==> config.mk <==
export PLATFORM = sky130hd
export DESIGN_NAME = pad_conv_unpack_flat
export DESIGN_NICKNAME = d
export VERILOG_FILES = /design/src/rtl/pad_conv_unpack_pkg.sv /design/src/rtl/pad_conv_unpack_if.sv /design/src/rtl/pad_conv_unpack.sv /design/src/flat_wrapper.sv
export SDC_FILE = /design/constraint.sdc
export NUM_CORES = 1
export LEC_CHECK = 0
export BUFFER_PORTS_ARGS = -buffer_cell sky130_fd_sc_hd__buf_2
export CAP_MARGIN = 20
export CORE_MARGIN = 4
export CORE_UTILIZATION = 45
export DETAILED_ROUTE_END_ITERATION = 7
export PLACE_DENSITY = 0.79
export RECOVER_POWER = 100
export SLEW_MARGIN = 20
export SYNTH_ARGS = -nofsm -noshare
export SYNTH_HDL_FRONTEND = slang
export SYNTH_SLANG_ARGS = --single-unit
==> constraint.sdc <==
create_clock -name clk -period 1.96 [get_ports clk]
set_input_delay 0.392 -clock clk [delete_from_list [all_inputs] [get_ports clk]]
set_output_delay 0.392 -clock clk [all_outputs]
set_load 0.005 [all_outputs]
==> src/rtl/pad_conv_unpack_pkg.sv <==
// Shared definitions for the window-word unpacker and its packer counterpart.
// Slot codes are part of the link format and must match on both sides.
package pad_conv_unpack_pkg;

  localparam int PIX_W_DEF = 8;
  localparam int NPIX_DEF  = 3;

  typedef logic [1:0] slot_t;

  localparam slot_t SLOT_P0  = 2'd0;
  localparam slot_t SLOT_P1  = 2'd1;
  localparam slot_t SLOT_P2  = 2'd2;
  localparam slot_t SLOT_PAD = 2'd3;

  typedef enum logic [2:0] {
    ST_IDLE,
    ST_S0,
    ST_S1,
    ST_S2,
    ST_PAD
  } state_e;

endpackage

==> src/rtl/pad_conv_unpack_if.sv <==
// Word-in / beat-out handshake bundle for pad_conv_unpack.
// The slave side is the unpacker; the master side feeds words and sinks beats.
interface pad_conv_unpack_if #(
  parameter int PIX_W = 8,
  parameter int NPIX  = 3
);
  import pad_conv_unpack_pkg::*;

  logic                  in_valid;
  logic                  in_ready;
  logic [NPIX*PIX_W-1:0] in_word;
  logic                  out_valid;
  logic                  out_ready;
  logic [PIX_W-1:0]      out_pix;
  slot_t                 out_slot;
  logic                  out_last;

  modport slave (
    input  in_valid, in_word, out_ready,
    output in_ready, out_valid, out_pix, out_slot, out_last
  );

  modport master (
    output in_valid, in_word, out_ready,
    input  in_ready, out_valid, out_pix, out_slot, out_last
  );

endinterface

==> src/rtl/pad_conv_unpack.sv <==
// Serialises a packed 3-pixel window word into (slot, pixel) beats, with an
// optional zero pad beat per word. Beat outputs come straight from flops.
module pad_conv_unpack
  import pad_conv_unpack_pkg::*;
#(
  parameter int PIX_W  = PIX_W_DEF,
  parameter int NPIX   = NPIX_DEF,
  parameter bit PAD_EN = 1'b1
) (
  input  logic                clk,
  input  logic                rst_n,
  pad_conv_unpack_if.slave    bus,
  output logic [15:0]         words_done
);

  localparam int WW = NPIX * PIX_W;

  state_e           state_q, state_d;
  logic [WW-1:0]    word_q, word_d;
  logic [15:0]      cnt_q, cnt_d;
  logic             vld_q, vld_d;
  logic [PIX_W-1:0] pix_q, pix_d;
  slot_t            slot_q, slot_d;
  logic             last_q, last_d;
  logic             en_q;

  logic final_st, out_xfer, in_xfer;

  // en_q keeps in_ready low until the first edge after reset release.
  assign final_st     = (state_q == ST_PAD) || ((state_q == ST_S2) && !PAD_EN);
  assign bus.in_ready = en_q && ((state_q == ST_IDLE) || (final_st && bus.out_ready));
  assign out_xfer     = vld_q && bus.out_ready;
  assign in_xfer      = bus.in_valid && bus.in_ready;

  always_comb begin
    state_d = state_q;
    word_d  = word_q;
    cnt_d   = cnt_q;
    case (state_q)
      ST_IDLE: if (in_xfer) begin
        word_d  = bus.in_word;
        state_d = ST_S0;
      end
      ST_S0: if (out_xfer) state_d = ST_S1;
      ST_S1: if (out_xfer) state_d = ST_S2;
      ST_S2, ST_PAD: if (out_xfer) begin
        if ((state_q == ST_S2) && PAD_EN) begin
          state_d = ST_PAD;
        end else begin
          // Word end: a word accepted on this edge starts without a bubble.
          cnt_d = cnt_q + 16'd1;
          if (in_xfer) begin
            word_d  = bus.in_word;
            state_d = ST_S0;
          end else begin
            state_d = ST_IDLE;
          end
        end
      end
      default: state_d = ST_IDLE;
    endcase

    // Beat registers follow the next state so they only move on a transfer.
    vld_d  = 1'b1;
    pix_d  = '0;
    slot_d = SLOT_P0;
    last_d = 1'b0;
    case (state_d)
      ST_S0: pix_d = word_d[0 +: PIX_W];
      ST_S1: begin
        pix_d  = word_d[PIX_W +: PIX_W];
        slot_d = SLOT_P1;
      end
      ST_S2: begin
        pix_d  = word_d[2*PIX_W +: PIX_W];
        slot_d = SLOT_P2;
        last_d = !PAD_EN;
      end
      ST_PAD: begin
        slot_d = SLOT_PAD;
        last_d = 1'b1;
      end
      default: vld_d = 1'b0;
    endcase
  end

  always_ff @(posedge clk or negedge rst_n) begin
    if (!rst_n) begin
      state_q <= ST_IDLE;
      word_q  <= '0;
      cnt_q   <= '0;
      vld_q   <= 1'b0;
      pix_q   <= '0;
      slot_q  <= SLOT_P0;
      last_q  <= 1'b0;
      en_q    <= 1'b0;
    end else begin
      state_q <= state_d;
      word_q  <= word_d;
      cnt_q   <= cnt_d;
      vld_q   <= vld_d;
      pix_q   <= pix_d;
      slot_q  <= slot_d;
      last_q  <= last_d;
      en_q    <= 1'b1;
    end
  end

  assign bus.out_valid = vld_q;
  assign bus.out_pix   = pix_q;
  assign bus.out_slot  = slot_q;
  assign bus.out_last  = last_q;
  assign words_done    = cnt_q;

endmodule

==> src/flat_wrapper.sv <==
// flat-port wrapper written by rule: the top's interface ports become plain ports
module pad_conv_unpack_flat import pad_conv_unpack_pkg::*;
#(
  parameter int PIX_W  = PIX_W_DEF,
  parameter int NPIX   = NPIX_DEF,
  parameter bit PAD_EN = 1'b1
)
  (clk, rst_n, words_done, bus_in_valid, bus_in_word, bus_out_ready, bus_in_ready, bus_out_valid, bus_out_pix, bus_out_slot, bus_out_last);
  pad_conv_unpack_if #(.PIX_W(PIX_W), .NPIX(NPIX)) bus_i ();
  input  logic clk;
  input  logic rst_n;
  output logic [15:0] words_done;
  input wire logic [$bits(bus_i.in_valid)-1:0] bus_in_valid;
  input wire logic [$bits(bus_i.in_word)-1:0] bus_in_word;
  input wire logic [$bits(bus_i.out_ready)-1:0] bus_out_ready;
  output wire logic [$bits(bus_i.in_ready)-1:0] bus_in_ready;
  output wire logic [$bits(bus_i.out_valid)-1:0] bus_out_valid;
  output wire logic [$bits(bus_i.out_pix)-1:0] bus_out_pix;
  output wire logic [$bits(bus_i.out_slot)-1:0] bus_out_slot;
  output wire logic [$bits(bus_i.out_last)-1:0] bus_out_last;
  assign bus_i.in_valid = bus_in_valid;
  assign bus_i.in_word = bus_in_word;
  assign bus_i.out_ready = bus_out_ready;
  assign bus_in_ready = bus_i.in_ready;
  assign bus_out_valid = bus_i.out_valid;
  assign bus_out_pix = bus_i.out_pix;
  assign bus_out_slot = bus_i.out_slot;
  assign bus_out_last = bus_i.out_last;
  pad_conv_unpack #(.PIX_W(PIX_W), .NPIX(NPIX), .PAD_EN(PAD_EN)) u_core (.clk(clk), .rst_n(rst_n), .bus(bus_i), .words_done(words_done));
endmodule
==> flow_summary.ini, run 1 <==
[global_routing]
grt_overflow_total = 0
grt_max_degree = 57
first_global_vias = 1650
antenna_found_initial = 0
grt_util_all_layers_pct = 15.2
grt_pass1_wl_um = 7700

[place]
place.gp.congestion = 0.791
dp_slack_ns = 0.270
dp_hpwl_um = 3440
portBuffers = 56
placed_area_um2 = 2810

[yosys]
ys_top_cells_by_area = dfrtp_1, mux2_2, xor2_1
ys_async_sr_fraction_pct = 100
syn_inst = 206
synth_top_area_share_pct = 57.5
seq_area_frac_synth_pct = 57.5
synth_fp_nets = 235
synth_cell_types = 40
synth_top_area_cell = dfrtp_1
synth_seq_cells = 56
synthFlopType = dfrtp_1
avgSynthCellArea_um2 = 11.8
synth_edf_count = 0
yosysWarnings = 0
synth_area_um2 = 2440

[floorplanning]
start_util_pct = 47.1
coreArea_um2 = 5170
fp.dieH_um = 81.6
fp.dieW_um = 81.6
die-area_um2 = 6660
fp-row-count = 26
ios = 57

[critical_path]
cp-end-kind = output port
cpMaxStageDelayCell = dfrtp_1
path_max_fanout = 12
path_class = reg2out
crit_required_ns = 1.57
arrival_ns = 1.45
cp-start-kind = flip-flop
critPathMaxStageDelay_ns = 0.52
crit_chain = nor2_2, and3_1, clkbuf_1

[flow_run]
cap_violations = 0

[power]
p_total_mw = 3.58
p_per_area_nw_per_um2 = 1250
vdd_drop_max_uv = 394
p_leak_nw = 1.51

[detailed_routing]
wl_per_cell_um = 14.1
wl_um = 4760
initialDrtViolationCount = 121
avgViaCountPerCell = 4.97
drc_errors = 0
via_count = 1679
ant_nets = 0
drtPass1Iterations = 4

[cts]
clock_path_buffers = 2
clock_tree.root_cell = clkbuf_8
clk_latency_ns = 0.30
clkTransAtPathRegs_ns = 0.10
cts_setup_buffers = 0
clock_sinks = 56
numCtsBuffers = 5
cts_hold_buffers = 0
h-tree-depth = 2
cts_resized = 0
cts_tree = yes

[final_layout]
area_growth_pct = 17.5
antenna_cells = 0
final_cell_mix = dfrtp_1, buf_2, nand2_1
mostFrequentLayoutCell = dfrtp_1
fin_area_um2 = 2860
nNetsFinal = 296
drive_above_1_share_pct = 30.6
finalCoreUtilization_pct = 55.3

[timing]
min_period_ns = 1.84
maxSlewViolCount = 0
max_clock_freq_mhz = 543
rsz0062_at_grt = false
worst_pin_slew_ns = 1.32
layout_setup_ws_ns = 0.118
hold_violations = 0
slew_headroom_pct = 12.2
setup_tns_ns = 0
skew_ns = 0.00547
post-route-period-util_pct = 94.0
setup_viol = 0

[status]
status = finished clean

[worst_hold_path]
hold_class = in2reg
==> registers in the layout, indices dropped and copies added, names as in the netlist <==
register,flops
u_core.bus.out_last,1
u_core.bus.out_pix,8
u_core.bus.out_valid,1
u_core.word_q,24
u_core.state_q,3
u_core.en_q,1
u_core.bus.out_slot,2
u_core.words_done,16
==> synthesized netlist by cell type, types with 2 or more instances <==
library cell	instances
dfrtp_1	56
nand2_1	20
inv_1	18
mux2_2	14
nor2_1	14
xor2_1	10
mux2i_1	7
o221ai_1	7
nand3_1	6
xnor2_1	6
nand2b_1	4
nand4_1	4
buf_6	3
o21ai_0	3
and2_1	2
and3_1	2
and4_1	2
buf_2	2
nand3b_1	2
nand4_2	2
nor2b_1	2
o32ai_1	2
==> routing by layer <==
layer	wire (um)	track usage, %	vias to the layer above
met2	2340	24.8	48
met1	2060	19.5	795
li1	-	-	825
met5	0	0	-
met3	241	3.73	11
met4	114	6.48	0
==> cells by family after synthesis <==
kind of cell	Yosys count	synth area share [%]
buf+inv	24	4.72
compound gates	21	7.50
fa+ha+maj	1	0.513
other cells	1	0.154
simple gates	65	14.0
flops	56	57.5
mux	22	9.91
xor+xnor	16	5.75
==> layout make-up <==
cell class	count	area, um^2
flip-flops and latches	56	1400
well taps	70	87.6
multi-input cells	126	898
clock inverters	2	13.8
clock buffers	6	82.6
repair buffers	60	312
fillers	433	2310
inverters	18	67.6
==> worst paths after layout <==
kind	slack [ns]	to	start	cells past startpoint
worst min register to register	0.48	u_core.words_done[15]$_DFFE_PN0P_	u_core.words_done[15]$_DFFE_PN0P_	1
min in group asynchronous	0.46	u_core.words_done[3]$_DFFE_PN0P_	rst_n	2
worst max-delay path	0.12	bus_in_ready	u_core.state_q[0]$_DFF_PN0_	3
max in group asynchronous	0.71	u_core.word_q[20]$_DFF_PN0_	rst_n	2
worst min-delay path	0.31	u_core.word_q[3]$_DFF_PN0_	bus_in_word[3]	3
worst max register to register	0.19	u_core.bus.out_pix[2]$_DFF_PN0_	u_core.state_q[0]$_DFF_PN0_	5
==> power by group <==
part           switching [mW]  internal, mW  total, mW
clock network           0.358         0.290      0.648
logic                   0.618         0.540       1.16
registers               0.224          1.55       1.77
total                    1.20          2.38       3.58
==> worst max-delay path, delay by kind of cell (launching register included) <==
family / cells / cell delay (ns)
simple gates: 2 / 0.52
buf+inv: 1 / 0.12
flops: 1 / 0.52
==> metrics by stage <==
stage / std cells / hold slack [ns]
floorplan: 206 / 0.0964
global placement: 330 / 0.408
detailed placement: 330 / 0.418
CTS: 338 / 0.0828
global route: 338 / 0.294
finish: 338 / 0.308
No activity file was read; power rests on OpenSTA's default activity.
==> run 2, diff against run 1 <==
--- a/config.mk
+++ b/config.mk
@@ -11,7 +11,7 @@
 export CORE_UTILIZATION = 45
 export DETAILED_ROUTE_END_ITERATION = 7
 export PLACE_DENSITY = 0.79
-export RECOVER_POWER = 100
+export RECOVER_POWER = 50
 export SLEW_MARGIN = 20
 export SYNTH_ARGS = -nofsm -noshare
 export SYNTH_HDL_FRONTEND = slang
==> run 2 against run 1 <==
  * Routed wire length is 0.19% higher
  * Sequential share of layout area shrank 0.34 points
  * Sequential power is essentially flat
  * Non-clock buffer count unchanged
  * Largest power group unchanged
  * Total power is 0.42% higher
  * Worst hold slack improved by 0.00062 ns
  * First-iteration DRC count is 15% higher
  * Highest routed layer unchanged
==> flow_summary.ini, run 2 (synthesis results as in run 1) <==
[status]
status = finished clean

[place]
dp_hpwl_um = 3440
place.gp.congestion = 0.791
placedCellCount = 330
portBuffers = 56

[critical_path]
arrival_ns = 1.47
crit_required_ns = 1.57
path_class = reg2out
cp-end-kind = output port
cp-start-kind = flip-flop
path_max_fanout = 12

[timing]
max_clock_freq_mhz = 536
slew_headroom_pct = 12.5
hold_violations = 0
skew_ns = 0.00511
rsz0062_at_grt = false
maxSlewViolCount = 0
post-route-period-util_pct = 95.2
worst_pin_slew_ns = 1.31
setup_tns_ns = 0
min_period_ns = 1.87
setup_viol = 0

[cts]
clock_sinks = 56
cts_setup_buffers = 0
clock_path_buffers = 2
clkTransAtPathRegs_ns = 0.09
numCtsBuffers = 5
cts_resized = 0
clk_latency_ns = 0.30
cts_hold_buffers = 0
clock_tree.root_cell = clkbuf_8
cts_tree = yes
h-tree-depth = 2

[floorplanning]
start_util_pct = 47.1
die-area_um2 = 6660
ios = 57
fp.dieW_um = 81.6
fp.dieH_um = 81.6
fp-row-count = 26
coreArea_um2 = 5170

[final_layout]
seqCellArea_um2 = 1400
multiInputGateArea_um2 = 915
largest_register_ff_count = 24
area_growth_pct = 18.3
mostFrequentLayoutCell = dfrtp_1
fillCellCount = 430
nNetsFinal = 296
drive_above_1_share_pct = 32.8
antenna_cells = 0
final_cell_mix = dfrtp_1, buf_2, nand2_1
regMostFlops = u_core.word_q
fin_cells = 338

[global_routing]
grt_max_degree = 57
grt_pass1_wl_um = 7700
first_global_vias = 1650
grt_overflow_total = 0
grt_util_all_layers_pct = 15.2
antenna_found_initial = 0

[detailed_routing]
drc_errors = 0
wl_um = 4770
initialDrtViolationCount = 139
avgViaCountPerCell = 5.01
via_count = 1694
wl_per_cell_um = 14.1
drtPass1Iterations = 5
ant_nets = 0

[worst_hold_path]
hold_class = in2reg

[power]
p_leak_nw = 1.53
vdd_drop_max_uv = 393
p_per_area_nw_per_um2 = 1250

[flow_run]
cap_violations = 0
-- run 2: layer usage --
layer	routed length (um)	vias up	share of wire, %	global-route usage, %
met5	0	-	0	0
met2	2370	48	50	24.8
met3	232	10	4.9	3.73
met1	2070	810	43	19.5
met4	97	0	2.0	6.48
li1	-	826	-	-
-- run 2: critical path, stage by stage, from the launching register on --
cell     delay (ns)
dfrtp_1        0.52
nor2_2         0.31
and3_1         0.22
buf_2          0.12
-- run 2: cell type report --
type,instances,area share (%)
multi-input combinational,126,31.7
timing repair buffer,60,10.9
clock inverter,2,0.477
inverter,18,2.34
tap,70,3.04
clock buffer,6,2.86
sequential,56,48.6
-- run 2: worst paths after layout --
path	cells past startpoint	startpoint	slack [ns]	end
worst max-delay path	3	u_core.state_q[0]$_DFF_PN0_	0.09	bus_in_ready
worst min-delay path	3	bus_in_word[3]	0.31	u_core.word_q[3]$_DFF_PN0_
worst max register to register	5	u_core.state_q[0]$_DFF_PN0_	0.24	u_core.bus.out_pix[2]$_DFF_PN0_
worst min register to register	1	u_core.words_done[15]$_DFFE_PN0P_	0.47	u_core.words_done[15]$_DFFE_PN0P_
max in group asynchronous	2	rst_n	0.71	u_core.word_q[19]$_DFF_PN0_
min in group asynchronous	2	rst_n	0.46	u_core.words_done[3]$_DFFE_PN0P_
-- run 2: per-stage QoR --
step / cell area, um^2 / power [mW] / hold WS (ns) / utilization, % / worst slack (ns)
2_1_floorplan: 2440 / 2.57 / 0.0964 / - / 0.433
3_3_place_gp: 2810 / 2.90 / 0.408 / 54.4 / 0.369
3_5_place_dp: 2810 / 2.99 / 0.418 / 54.4 / 0.270
4_1_cts: 2910 / 3.64 / 0.0828 / 56.2 / 0.106
5_1_grt: 2880 / 3.85 / 0.294 / 55.7 / 0.0114
6_report: 2880 / 3.59 / 0.309 / 55.7 / 0.0934
-- run 2: report_power, final --
group          switching, mW  internal, mW
logic                  0.621         0.550
clock network          0.358         0.289
registers              0.226          1.55
total                   1.20          2.39
==> run 3, diff against run 2 <==
--- a/config.mk
+++ b/config.mk
@@ -7,7 +7,7 @@
 export LEC_CHECK = 0
 export BUFFER_PORTS_ARGS = -buffer_cell sky130_fd_sc_hd__buf_2
 export CAP_MARGIN = 20
-export CORE_MARGIN = 4
+export CORE_MARGIN = 2
 export CORE_UTILIZATION = 45
 export DETAILED_ROUTE_END_ITERATION = 7
 export PLACE_DENSITY = 0.79
==> run 3 against run 2 <==
  * Clock-buffer cell count unchanged
  * Clock power increased by 14%
  * Combinational power about the same
  * Utilization increased by 0.58 points
  * First-iteration DRC count decreased by 40%
  * Non-clock buffer count unchanged
  * Sequential power about the same
  * Global-route usage increased by 0.46 points
  * Fmax increased by 1.2%
  * Register-to-register slack improved by 0.03 ns
  * Sequential share of layout area decreased by 0.50 points
  * Routed wire length decreased by 7.4%
  * Largest cell class unchanged
==> flow_summary.ini, run 3 (synthesis results as in run 1) <==
[status]
status = finished clean

[floorplanning]
fp.dieW_um = 77.6
coreArea_um2 = 5170
fp.dieH_um = 77.6
start_util_pct = 47.1
die-area_um2 = 6020
fp-row-count = 26
ios = 57

[timing]
skew_ns = 0.00704
rsz0062_at_grt = false
setup_tns_ns = 0
maxSlewViolCount = 0
setup_viol = 0
post-route-period-util_pct = 94.1
max_clock_freq_mhz = 542
min_period_ns = 1.84
worst_pin_slew_ns = 1.24
slew_headroom_pct = 17.3
hold_violations = 0

[critical_path]
cp-start-kind = flip-flop
cpMaxStageDelayCell = dfrtp_1
path_class = reg2out
ff2ff_setup_slack_ns = 0.27
crit_chain = nor2_2, and3_1, buf_2
crit_required_ns = 1.57
arrival_ns = 1.45
path_max_fanout = 12
critPathMaxStageDelay_ns = 0.51
cp-end-kind = output port

[detailed_routing]
drtPass1Iterations = 4
wl_per_cell_um = 13.1
via_count = 1683
initialDrtViolationCount = 83
wl_um = 4420
avgViaCountPerCell = 4.98
ant_nets = 0
drc_errors = 0

[flow_run]
cap_violations = 0

[final_layout]
largest_register_ff_count = 24
regMostFlops = u_core.word_q
nNetsFinal = 296
finalCoreUtilization_pct = 56.3
seqCellArea_um2 = 1400
drive_above_1_share_pct = 32.1
antenna_cells = 0
area_growth_pct = 19.5
multiInputGateArea_um2 = 921
final_cell_mix = dfrtp_1, buf_2, nand2_1
fillCellCount = 450
mostFrequentLayoutCell = dfrtp_1

[power]
vdd_drop_max_uv = 440
p_total_mw = 3.64
p_leak_nw = 1.53
p_per_area_nw_per_um2 = 1250

[global_routing]
grt_overflow_total = 0
grt_max_degree = 36
first_global_vias = 1646
antenna_found_initial = 0
grt_util_all_layers_pct = 15.7
grt_pass1_wl_um = 7470

[worst_hold_path]
hold_class = in2reg

[cts]
clkTransAtPathRegs_ns = 0.10
clock_sinks = 56
clock_path_buffers = 2
cts_resized = 0
h-tree-depth = 2
cts_hold_buffers = 0
clock_tree.root_cell = clkbuf_8
numCtsBuffers = 5
clk_latency_ns = 0.30
cts_setup_buffers = 0
cts_tree = yes

[place]
portBuffers = 56
place.gp.congestion = 0.892
dp_hpwl_um = 3190
-- run 3: cell types whose count changed in the layout (fill, tap and decap cells not counted), sizes merged --
cell	before	now
clkbuf	11	12
inv	19	18
bufinv	0	1
buf	55	54
-- run 3: final cells by class --
| type | count | area share (%) |
|---|---|---|
| flip-flops and latches | 56 | 48.1 |
| multi-input cells | 126 | 31.6 |
| repair buffers | 60 | 11.3 |
| well taps | 70 | 3.01 |
| clock buffers | 6 | 2.49 |
| inverters | 18 | 2.32 |
| clock inverters | 2 | 1.20 |
-- run 3: worst max-delay path: cells and delay by family, from the launching register on --
family        cells  cell delay (ns)
flops             1             0.51
buf+inv           1             0.11
simple gates      2             0.53
-- run 3: path summary, 6_finish.rpt --
check / from / to / cells after the start
worst max-delay path: u_core.state_q[0]$_DFF_PN0_ / bus_in_ready / 3
worst min-delay path: bus_in_word[6] / u_core.word_q[6]$_DFF_PN0_ / 3
worst max register to register: u_core.state_q[0]$_DFF_PN0_ / u_core.bus.out_pix[2]$_DFF_PN0_ / 5
worst min register to register: u_core.words_done[15]$_DFFE_PN0P_ / u_core.words_done[15]$_DFFE_PN0P_ / 1
max in group asynchronous: rst_n / u_core.bus.out_pix[2]$_DFF_PN0_ / 2
min in group asynchronous: rst_n / u_core.words_done[4]$_DFFE_PN0P_ / 1
-- run 3: layer usage --
layer	share of wire [%]	up-vias	wire length (um)	track usage, %
met5	0	-	0	0
met4	1.6	0	70	5.71
met3	5.0	9	220	4.30
met2	49	51	2150	24.9
met1	45	799	1970	20.7
li1	-	824	-	-
-- run 3: where the power goes --
part / switching (mW) / leakage [nW] / internal (mW)
registers: 0.215 / 0.709 / 1.55
clock network: 0.355 / 0.0552 / 0.380
logic: 0.587 / 0.767 / 0.557
total: 1.16 / 1.53 / 2.48
-- run 3: metrics by stage --
stage | setup WS [ns] | std cells | hold WS, ns | area [um^2]
5_1_grt | 0.00439 | 338 | 0.300 | 2910
6_report | 0.116 | 338 | 0.311 | 2910
3_3_place_gp | 0.363 | 330 | 0.403 | 2810
4_1_cts | 0.113 | 338 | 0.0635 | 2920
3_5_place_dp | 0.294 | 330 | 0.402 | 2810
2_1_floorplan | 0.433 | 206 | 0.0964 | 2440
